$ cat src/rtl/l2_mem_arbiter.sv
// l2_mem_arbiter: shares the single L2 CPU-side port between the I-cache and
// D-cache pmem ports. Whole-line transactions are serialised; every grant is
// followed by one dead GAP cycle so an owner can drop a finished request
// before arbitration looks at it again.
module l2_mem_arbiter #(
   parameter int ADDR_W     = 16,
   parameter int LINE_W     = 128,
   parameter int D_PRIORITY = 0
) (
   input  logic              clk,
   input  logic              reset_n,
   input  logic              i_read,
   input  logic [ADDR_W-1:0] i_addr,
   output logic [LINE_W-1:0] i_rdata,
   output logic              i_resp,
   input  logic              d_read,
   input  logic              d_write,
   input  logic [ADDR_W-1:0] d_addr,
   input  logic [LINE_W-1:0] d_wdata,
   output logic [LINE_W-1:0] d_rdata,
   output logic              d_resp,
   output logic              l2_read,
   output logic              l2_write,
   output logic [ADDR_W-1:0] l2_addr,
   output logic [LINE_W-1:0] l2_wdata,
   input  logic [LINE_W-1:0] l2_rdata,
   input  logic              l2_resp,
   output logic              arb_busy
);

   typedef enum logic [1:0] {
      IDLE   = 2'd0,
      BUSY_I = 2'd1,
      BUSY_D = 2'd2,
      GAP    = 2'd3
   } state_t;

   state_t            state;
   state_t            next_state;
   logic              last_grant;
   logic [ADDR_W-1:0] addr_q;
   logic [LINE_W-1:0] wdata_q;
   logic              write_q;
   logic              req_i;
   logic              req_d;
   logic              grant_any;
   logic              grant_d;

   // Decide who would win if arbitration happened this cycle (last_grant: 0 = I, 1 = D)
   always_comb begin
      req_i     = i_read;
      req_d     = d_read | d_write;
      grant_any = req_i | req_d;
      grant_d   = 1'b0;
      if (req_d && !req_i) begin
         grant_d = 1'b1;
      end else if (req_d && req_i) begin
         grant_d = (D_PRIORITY != 0) ? 1'b1 : ~last_grant;
      end
   end

   // Next-state logic: grant only from IDLE, finish on l2_resp, always one GAP cycle
   always_comb begin
      next_state = state;
      case (state)
         IDLE: begin
            if (grant_any) begin
               next_state = grant_d ? BUSY_D : BUSY_I;
            end
         end
         BUSY_I, BUSY_D: begin
            if (l2_resp) begin
               next_state = GAP;
            end
         end
         GAP: begin
            next_state = IDLE;
         end
         default: begin
            next_state = IDLE;
         end
      endcase
   end

   // State register; reset abandons any in-flight L2 transaction
   always_ff @(posedge clk or negedge reset_n) begin
      if (!reset_n) begin
         state <= IDLE;
      end else begin
         state <= next_state;
      end
   end

   // Capture the winning request so the L2 sees stable values even if the owner changes its inputs
   always_ff @(posedge clk or negedge reset_n) begin
      if (!reset_n) begin
         addr_q     <= '0;
         wdata_q    <= '0;
         write_q    <= 1'b0;
         last_grant <= 1'b0;
      end else if (state == IDLE && grant_any) begin
         addr_q     <= grant_d ? d_addr : i_addr;
         write_q    <= grant_d & d_write;
         last_grant <= grant_d;
         if (grant_d) begin
            wdata_q <= d_wdata;
         end
      end
   end

   // L2-side drive and response steering, all from state and latched registers
   always_comb begin
      l2_read  = 1'b0;
      l2_write = 1'b0;
      l2_addr  = '0;
      l2_wdata = '0;
      i_resp   = 1'b0;
      d_resp   = 1'b0;
      arb_busy = (state != IDLE);
      case (state)
         BUSY_I: begin
            l2_read = 1'b1;
            l2_addr = addr_q;
            i_resp  = l2_resp;
         end
         BUSY_D: begin
            l2_read  = ~write_q;
            l2_write = write_q;
            l2_addr  = addr_q;
            l2_wdata = write_q ? wdata_q : '0;
            d_resp   = l2_resp;
         end
         default: begin
            l2_read = 1'b0;
         end
      endcase
   end

   assign i_rdata = l2_rdata;
   assign d_rdata = l2_rdata;

endmodule

$ cat config.mk
export PLATFORM = sky130hd
export DESIGN_NAME = l2_mem_arbiter
export DESIGN_NICKNAME = d
export VERILOG_FILES = /design/src/rtl/l2_mem_arbiter.sv
export SDC_FILE = /design/constraint.sdc
export NUM_CORES = 1
export LEC_CHECK = 0
export BUFFER_PORTS_ARGS = -buffer_cell sky130_fd_sc_hd__buf_4
export CORE_AREA = 4 4 273 275
export DETAILED_ROUTE_END_ITERATION = 7
export DIE_AREA = 0 0 277 279
export GPL_TIMING_DRIVEN = 0
export PLACE_DENSITY = 0.33
export SLEW_MARGIN = 30
export SYNTH_ARGS = -nofsm -noshare
export SYNTH_HDL_FRONTEND = slang
export SYNTH_SLANG_ARGS = --single-unit
$ cat constraint.sdc
create_clock -name clk -period 2.4 [get_ports clk]
set_clock_uncertainty 0.2 [all_clocks]
set_input_delay 0.36 -clock clk [delete_from_list [all_inputs] [get_ports clk]]
set_output_delay 0.36 -clock clk [all_outputs]
set_load 0.05 [all_outputs]
======== Word-level counts from Yosys, hierarchy flattened ========
Index checks and enable logic that the tools add are counted.
storage, ports and cells
  bits of input ports ..................... 294
  output and inout port bits .............. 405
  register bits ........................... 148
  logic and storage cells ................. 38
cells by class
  equal/unequal tests ..................... 5
  bitwise gates (word level) .............. 5
  reduce and logical (&&, ||, !) cells .... 9
  mux-type cells .......................... 14
operators with widths
  kind                                                                      count
  128-bit two-way mux                                                       2
  16-bit two-way mux                                                        2
  2-bit two-way mux                                                         3
  2-bit one-hot mux with 3 select lines                                     1
  1-bit two-way mux                                                         5
  2-bit == test (second input constant)                                     2
  2-bit AND reduction                                                       2
  1-bit logical AND                                                         3
  2-bit by 1-bit == test with 1-bit output (second input constant)          1
  2-bit zero test                                                           1
  2-bit by 1-bit inequality test with 1-bit output (second input constant)  1
  2-bit inequality test (second input constant)                             1
  1-bit NOT                                                                 2
  1-bit OR                                                                  2
  1-bit one-hot mux with 2 select lines                                     1
  2-bit nonzero test                                                        1
  2-bit OR reduction                                                        1
  1-bit bitwise AND                                                         1
  1-bit zero test                                                           1

======== Longest topological paths before layout ========
Gate-level depths: netlist of run 1.
  depth after elaboration ................. 7
  gate-level depth with buffers ........... 8
  mapped depth without buffers ............ 6

======== Worst setup path after synthesis of run 1 ========
No wires, ideal clock.
  kind .................................... flip-flop to output port
  start point ............................. register state[0]
  end point ............................... output port l2_wdata[100]
  required time ........................... 1.840 ns
  cell stages (with the launch flop) ...... 6
  path buffers ............................ 2
  arrival ................................. 1.610 ns
  slack ................................... 0.230 ns
  cells stage by stage .................... dfrtp_1 inv_1 ha_1 clkbuf_1 clkbuf_1 and3_1
on the way
  longest elaborated chain between the ends .. 2
ends and longest elaborated chain
  what                      line  text
  start: declaration        38    state_t state;
  start signal: assignment  90    state <= next_state;
  2-bit == test             120   case (state)
  128-bit two-way mux       120
  end: declaration          25    output logic [LINE_W-1:0] l2_wdata,
No other way between the ends.

======== Final worst setup path of run 1 ========
Ends and elaborated chain as after synthesis.

==> results of run 1 <==
[final cells by class]
type | count | area [um^2] | share of cell area [%]
Timing Repair Buffer | 747 | 6957 | 38.13
Sequential cell | 148 | 3706 | 20.31
Multi-Input combinational cell | 606 | 3214 | 17.62
Buffer | 318 | 2512 | 13.77
Tap cell | 959 | 1200 | 6.577
Clock buffer | 19 | 432.9 | 2.373
Clock inverter | 12 | 203.9 | 1.118
Inverter | 3 | 11.26 | 0.06172
Antenna cell | 3 | 7.507 | 0.04115
[sequential cells by signal, indices dropped and copies added, names as in the netlist]
register,cells
wdata_q,128
state,2
addr_q,16
last_grant,1
write_q,1
[final timing paths]
path	end	depth (start not counted)
max	l2_wdata[100]	6
min	addr_q[7]$_DFFE_PN0P_	2
max reg2reg	wdata_q[83]$_DFFE_PN0P_	8
min reg2reg	wdata_q[100]$_DFFE_PN0P_	2
max in group asynchronous	wdata_q[62]$_DFFE_PN0P_	3
min in group clk	state[1]$_DFFE_PN0P_	4
[report_power, final]
group / leakage [nW] / switching, mW / internal [mW]
logic: 7.43 / 6.53 / 4.50
registers: 1.83 / 0.641 / 3.72
clock network: 0.312 / 1.23 / 1.85
total: 9.57 / 8.40 / 10.1
[metrics by stage]
step                hold WS, ps  TNS [ps]
floorplan                -135.6         0
global placement          251.7   -136600
detailed placement        4.920    -39850
CTS                       36.35    -21620
global route              57.57    -25590
finish                    98.08     -7035
[cells in the final DEF, fill, tap and decap left out, drive strengths merged]
master and n:
o21a 1, bufinv 5, clkinv 5, and2 19
diode 3, ha 4, dfrtp 148, and3 128
o2bb2ai 1, mux2i 16, nand2 407, nor2b 1
or3 1, nand2b 1, a211oi 1, a21oi 3
buf 870, dlygate4sd3 163, o21ai 16, nand3 1
nor2 2, o22ai 3, or2 1, inv 5
clkbuf 51
[timing repair]
action / CTS / global route
endpoints found under the hold margin: 293 / 0
hold buffers: 163 / 0
pin swaps: 1 / 0
gates resized for setup: 275 / 101
setup endpoints to repair: 177 / 163
buffers inserted: 3 / 3
gates cloned: 2 / 4
[kinds of logic (layout without fill, tap and decap cells)]
logic type,count (synthesis),after routing,share of synthesized area [%]
simple gates,561,561,28.38
buf+inv,322,1099,25.37
flops,148,148,42.21
compound gates,25,25,1.640
mux,16,16,1.825
fa+ha+maj,4,4,0.5705
other cells,0,3,0
[per-layer routing]
layer	GRT usage [%]	part of all wire, %
met1	12.59	39
met5	0	0
met4	2.678	1.2
met3	4.306	8.1
met2	20.44	52
[synthesized netlist by cell type (all sizes together)]
cell / instances
a211oi: 1
nor2: 2
o21a: 1
nand2: 407
o22ai: 3
a21oi: 3
nand2b: 1
or2: 1
buf: 286
dfrtp: 148
o2bb2ai: 1
and3: 128
nand3: 1
inv: 3
or3: 1
o21ai: 16
ha: 4
clkbuf: 33
mux2i: 16
and2: 19
nor2b: 1
[worst register-to-register path, stage by stage, from the launching register on]
cell	delay (ps)
dfrtp_2	450
inv_1	130
ha_4	190
inv_2	60
or2_1	260
clkbuf_4	270
buf_2	300
nand2_1	110
nand2_1	50
==> flow_summary.yaml, run 1 <==
clock_tree:
  cts_tree: "done"
  cts_buffer_depth: 2
  clock-sinks: 148
  cts-root-buf: "clkbuf_16"
  clock_latency_ps: 470
  h-tree-depth: 4
  numCtsBuffers: 17
  clk_pin_slew_worst_paths_ps: 70
power:
  ir_drop_mv: 0.5601
  p_per_area_nw_per_um2: 1013
  power_mw: 18.48
  p_leak_nw: 9.573
final_layout:
  fin_cells: 2815
  nets: 2139
  fillers: 7928
  utilization_pct: 25.22
  area_growth_pct: 108.0
  drive_above_1_share_pct: 54.67
  design_area_um2: 18250
worst_hold_path:
  hold_path.class: "input pin to asynchronous set/reset pin"
status:
  status: "finished with violations"
  violations: "setup timing"
worst_setup_path:
  worstPathMaxFanout: 10
  cp.buffers_inverters: 4
  crit_type: "flop to output port"
  crit_path_frequent_cell: "clkbuf_16"
  cp-end-kind: "output port"
  cp_slowest_cell: "dfrtp_1"
  crit_chain: "inv_2, ha_4, clkbuf_16, clkbuf_16, and3_1, buf_6"
  arrival_ps: 1930
  slowest_delay_ps: 390
  worstReg2RegStart: "state[1]$_DFFE_PN0P_"
  ff2ff_setup_slack_ps: 250
  required_ps: 1840
  crit_start: "state[0]$_DFFE_PN0P_"
  worstSetupStartpointType: "flop"
  critical-path-top-delay-family: "buffers and inverters"
route:
  detail_route.wirelength_um: 45660
  drt_iter0_drc: 280
  dr.pass1.iters: 4
  num_vias: 9491
  detail-route-antenna-nets: 0
  drcViolationCount: 0
  vias_per_cell: 3.372
  wl_per_cell_um: 16.22
timing:
  tightest_slew_ps: 642.3
  rsz0062_at_grt: "yes"
  layout_min_cycle_time_ps: 2488
  finalSetupViolCount: 110
  hold_viol: 0
  setup_ws_ps: -88.01
  slew_headroom_pct: 57.18
  fmax_mhz: 401.9
  final.period_utilization_pct: 103.7
  drv_slew: 0
synth:
  synth_area_leaders: "dfrtp_1, buf_4, nand2_1"
  yosysTopAreaCell: "dfrtp_1"
  syn_nets: 1374
  syn_area_per_cell_um2: 8.154
  ys_types: 26
  syn_area_um2: 8773
  synthCells: 1076
  synth_top_area_share_pct: 42.21
  yosysSeqAreaShare_pct: 42.21
  synth-seq-cells: 148
  yosys_warnings: 0
global_route:
  grt_first_pass_wirelength_um: 66170
  grt_overflow: 0
  grt_max_degree: 68
  grt_pass1_vias: 10300
  antenna_found_initial: 2
  grt_usage_pct: 11.31
run:
  cap_violations: 0
die:
  coreArea_um2: 72340
  die_w_um: 277
  io_pins: 699
  die_h_um: 279
  initial_utilization_pct: 12.13
  fp.dieArea_um2: 77280
  core.rowCount: 99
placed_design:
  dpl_worst_slack_ps: -513.3
  numPortBuffers: 570
  placed_cells: 2607
  dpl_cell_area_um2: 14320
  dp_hpwl_um: 35880
  place_congestion: 0.7506
Note: power is estimated with default switching activity, not from simulation.
==> inputs of run 2 (changes only) <==
==> constraint.sdc (replaced) <==
create_clock -name clk -period 2.44 [get_ports clk]
set_clock_uncertainty 0.2 [all_clocks]
set_input_delay 0.366 -clock clk [delete_from_list [all_inputs] [get_ports clk]]
set_output_delay 0.366 -clock clk [all_outputs]
set_load 0.05 [all_outputs]
==> flow_summary.yaml, run 2 (synthesized netlist as in run 1, its figures left out) <==
timing:
  tightest_slew_ps: 636.8
  fin_setup_tns_ps: -3921
  layout_min_cycle_time_ps: 2499
  hold_viol: 0
  slew_headroom_pct: 57.55
  final.period_utilization_pct: 102.4
  rsz0062_at_grt: "yes"
  setup_ws_ps: -59.28
  drv_slew: 0
  fin_hold_ws_ps: 104.0
  fmax_mhz: 400.1
  finalSetupViolCount: 105
worst_setup_path:
  crit_type: "flop to output port"
  cp-end-kind: "output port"
  crit_start: "state[0]$_DFFE_PN0P_"
  cp_slowest_cell: "dfrtp_1"
  crit_path_frequent_cell: "clkbuf_16"
  arrival_ps: 1930
  worstReg2RegStart: "state[0]$_DFFE_PN0P_"
  worstSetupStartpointType: "flop"
  slowest_delay_ps: 390
  worstPathMaxFanout: 10
  crit_chain: "inv_2, ha_4, clkbuf_16, clkbuf_16, and3_1, buf_6"
  required_ps: 1870
die:
  io_pins: 699
  die_h_um: 279
  coreArea_um2: 72340
  initial_utilization_pct: 12.13
  core.rowCount: 99
  fp.dieArea_um2: 77280
  die_w_um: 277
final_layout:
  most-common-layout-cells: "buf_4, nand2_1, dlygate4sd3_1"
  reg_top3: "wdata_q x128, addr_q x16, state x2"
  drive_above_1_share_pct: 54.67
  seqCellArea_um2: 3706
  top_register: "wdata_q"
  area_growth_pct: 107.6
  fillers: 7934
  largest_register_ff_count: 128
  final_common_cell: "buf_4"
  nets: 2139
  multi_input_area_um2: 3214
route:
  wl_per_cell_um: 16.25
  drt_iter0_drc: 296
  num_vias: 9495
  vias_per_cell: 3.373
  drcViolationCount: 0
  detail-route-antenna-nets: 0
  dr.pass1.iters: 4
  detail_route.wirelength_um: 45750
status:
  violations: "setup timing"
  status: "finished with violations"
global_route:
  grt_usage_pct: 11.31
  grt_overflow: 0
  grt_max_degree: 68
  antenna_found_initial: 2
  grt_first_pass_wirelength_um: 66190
  grt_pass1_vias: 10300
placed_design:
  place_congestion: 0.7506
  numPortBuffers: 570
  dp_hpwl_um: 35880
  dpl_worst_slack_ps: -479.3
run:
  cap_violations: 0
power:
  p_leak_nw: 9.565
  ir_drop_mv: 0.4296
  p_per_area_nw_per_um2: 998.4
clock_tree:
  cts_buffer_depth: 2
  h-tree-depth: 4
  clk_pin_slew_worst_paths_ps: 70
  clock-sinks: 148
  cts-root-buf: "clkbuf_16"
  numCtsBuffers: 17
  cts_tree: "done"
  clock_latency_ps: 470
worst_hold_path:
  hold_path.class: "input pin to asynchronous set/reset pin"
==> run 2: cell count changes in the layout (fill, tap and decap cells not counted), sizes merged <==
| cell | change |
|---|---|
| buf | -1 |
| clkbuf | +1 |
==> run 2: stage by stage <==
stage	power [mW]	util (%)	instances	area, um^2
6_report	18.19	25.18	2815	18210
2_1_floorplan	9.741	-	1076	8773
3_5_place_dp	13.02	19.79	2607	14320
5_1_grt	19.48	25.17	2812	18210
4_1_cts	17.74	24.35	2805	17620
3_3_place_gp	12.96	19.70	2605	14250
==> run 2: worst paths after layout <==
path	cells past startpoint	end	slack, ps
worst min register to register	2	wdata_q[100]$_DFFE_PN0P_	260
worst max-delay path	6	l2_wdata[100]	-60
worst max register to register	9	wdata_q[50]$_DFFE_PN0P_	280
max in group asynchronous	3	wdata_q[62]$_DFFE_PN0P_	1260
min in group clk	4	state[1]$_DFFE_PN0P_	110
worst min-delay path	2	addr_q[7]$_DFFE_PN0P_	100
==> run 2: power breakdown <==
group | internal, mW | total [mW] | leakage (nW) | switching [mW]
Combinational | 4.42 | 10.9 | 7.43 | 6.44
Sequential | 3.66 | 4.29 | 1.83 | 0.632
Clock | 1.82 | 3.03 | 0.312 | 1.22
==> run 2: cell type report <==
cell class,instances,share of cell area [%]
multi-input cells,606,17.65
inverters,3,0.06183
diodes,3,0.04122
flip-flops and latches,148,20.35
well taps,959,6.588
clock buffers,19,2.377
clock inverters,12,1.120
plain buffers,318,13.74
repair buffers,747,38.08
==> run 2: what timing repair did <==
item	CTS	global route
hold endpoints to repair	293	0
pin swaps	1	1
resized for setup	245	125
buffers inserted	3	3
hold buffers	163	0
gates cloned	2	4
setup endpoints to repair	164	158
==> run 2: metal layers <==
layer	global-route usage, %	wire length [um]
met2	20.45	23860
met1	12.59	17620
met4	2.678	538
met5	0	0
met3	4.314	3724
==> run 2: worst max-delay path: cells and delay by family (launching register included) <==
kind | cells | cell delay, ps
flops | 1 | 390
fa+ha+maj | 1 | 220
simple gates | 1 | 180
buf+inv | 4 | 650
==> inputs of run 3 (changes only) <==
--- a/config.mk
+++ b/config.mk
@@ -6,9 +6,10 @@
 export NUM_CORES = 1
 export LEC_CHECK = 0
 export BUFFER_PORTS_ARGS = -buffer_cell sky130_fd_sc_hd__buf_4
-export CORE_AREA = 4 4 273 275
+export CORE_AREA = 4 4 270 272
+export CTS_BUF_LIST = sky130_fd_sc_hd__clkbuf_4 sky130_fd_sc_hd__clkbuf_8
 export DETAILED_ROUTE_END_ITERATION = 7
-export DIE_AREA = 0 0 277 279
+export DIE_AREA = 0 0 274 276
 export GPL_TIMING_DRIVEN = 0
 export PLACE_DENSITY = 0.33
 export SLEW_MARGIN = 30
==> flow_summary.yaml, run 3 (synthesized netlist as in run 1, its figures left out) <==
status:
  status: "finished with violations"
  violations: "setup timing"
clock_tree:
  cts_buffer_depth: 2
  clk_pin_slew_worst_paths_ps: 100
  clock-sinks: 148
  cts_tree: "done"
  clock_latency_ps: 540
  cts-root-buf: "clkbuf_8"
  numCtsBuffers: 17
  h-tree-depth: 4
worst_hold_path:
  hold_path.class: "input pin to flop"
  min_from: "d_read"
  min_to: "state[1]$_DFFE_PN0P_"
  hold_path_depth: 4
worst_setup_path:
  r2r-end: "wdata_q[83]$_DFFE_PN0P_"
  worstReg2RegStart: "state[0]$_DFFE_PN0P_"
  crit_chain: "inv_2, ha_4, clkbuf_16, clkbuf_8, and3_4, buf_8"
  crit_type: "flop to output port"
  required_ps: 1870
  slowest_delay_ps: 410
  ff2ff_setup_slack_ps: 220
  arrival_ps: 2010
  cp-end-kind: "output port"
  worstSetupStartpointType: "flop"
  worstPathMaxFanout: 10
  cp_slowest_cell: "dfrtp_1"
  r2r_cells: 9
global_route:
  grt_pass1_vias: 10350
  grt_usage_pct: 11.59
  grt_first_pass_wirelength_um: 66000
  grt_max_degree: 72
  grt_overflow: 0
  antenna_found_initial: 4
timing:
  slew_headroom_pct: 52.87
  rsz0062_at_grt: "yes"
  fin_hold_ws_ps: 104.4
  layout_min_cycle_time_ps: 2580
  fmax_mhz: 387.7
  final.period_utilization_pct: 105.7
  drv_slew: 0
  tightest_slew_ps: 707.0
  hold_viol: 0
  setup_ws_ps: -139.6
  finalSetupViolCount: 128
route:
  detail_route.wirelength_um: 45270
  num_vias: 9485
  drt_iter0_drc: 254
  wl_per_cell_um: 16.09
  vias_per_cell: 3.371
  drcViolationCount: 0
  dr.pass1.iters: 4
  detail-route-antenna-nets: 0
final_layout:
  final_common_cell: "buf_4"
  area_growth_pct: 105.3
  most-common-layout-cells: "buf_4, nand2_1, dlygate4sd3_1"
  nets: 2142
  reg_top3: "wdata_q x128, addr_q x16, state x2"
  top_register: "wdata_q"
  largest_register_ff_count: 128
  fillers: 7777
  fin_cells: 2814
  drive_above_1_share_pct: 54.55
die:
  fp.dieArea_um2: 75620
  initial_utilization_pct: 12.40
  io_pins: 699
  core.rowCount: 98
  die_w_um: 274
  coreArea_um2: 70750
  die_h_um: 276
power:
  p_per_area_nw_per_um2: 962.8
  p_leak_nw: 9.472
  power_mw: 17.35
  ir_drop_mv: 0.6357
placed_design:
  placed_cells: 2598
  dpl_worst_slack_ps: -816.8
  numPortBuffers: 570
  dp_hpwl_um: 36010
  place_congestion: 0.7297
run:
  cap_violations: 0
-- run 3: final cells by class --
| cell class | count | area, um^2 | area share, % |
|---|---|---|---|
| Tap cell | 950 | 1189 | 6.598 |
| Timing Repair Buffer | 750 | 6960 | 38.63 |
| Inverter | 3 | 11.26 | 0.06250 |
| Buffer | 318 | 2474 | 13.73 |
| Sequential cell | 148 | 3706 | 20.57 |
| Multi-Input combinational cell | 606 | 3197 | 17.74 |
| Clock inverter | 15 | 227.7 | 1.264 |
| Antenna cell | 7 | 17.52 | 0.09723 |
| Clock buffer | 17 | 234.0 | 1.299 |
-- run 3: worst max-delay path: cells and delay by family, from the launching register on --
kind | cells | cell delay (ps)
flip-flops | 1 | 410
AND/OR/NAND/NOR | 1 | 220
adder cells (fa/ha/maj) | 1 | 210
buffers and inverters | 4 | 610
-- run 3: report_power, final --
group	leakage (nW)	internal, mW	switching [mW]
sequential	1.83	3.65	0.622
clock	0.221	1.22	1.15
combinational	7.42	4.32	6.38
total	9.47	9.20	8.15
-- run 3: per-stage QoR --
stage / util [%] / area (um^2) / TNS (ps)
2_1_floorplan: - / 8773 / 0
3_3_place_gp: 20.13 / 14240 / -124580
3_5_place_dp: 20.22 / 14310 / -36460
4_1_cts: 25.17 / 17810 / -31150
5_1_grt: 25.44 / 18000 / -30000
6_report: 25.46 / 18020 / -10730
-- run 3: layer usage --
layer	wire length [um]	track usage, %
met1	17260	12.82
met2	23650	21.10
met3	3746	3.897
met4	592	3.115
met5	13	0
-- run 3: how the worst max path moves through the flow --
| stage | start | end | slack, ps | cells past startpoint |
|---|---|---|---|---|
| floorplan | state[0]$_DFFE_PN0P_ | l2_wdata[100] | 260 | 5 |
| global placement | state[0]$_DFFE_PN0P_ | l2_wdata[87] | -1270 | 6 |
| detailed placement | state[0]$_DFFE_PN0P_ | l2_wdata[87] | -820 | 6 |
| CTS | state[0]$_DFFE_PN0P_ | l2_wdata[36] | -290 | 6 |
| global route | state[0]$_DFFE_PN0P_ | l2_wdata[87] | -270 | 6 |
| finish | state[0]$_DFFE_PN0P_ | l2_wdata[49] | -140 | 6 |
-- run 3: timing repair --
action                                  CTS  global route
hold endpoints to repair                295             0
resized for setup                       341            46
endpoints found under the setup margin  157           147
cloned                                    3             1
pin swaps                                 4             2
hold buffers                            165             0
buffers inserted                          9             1
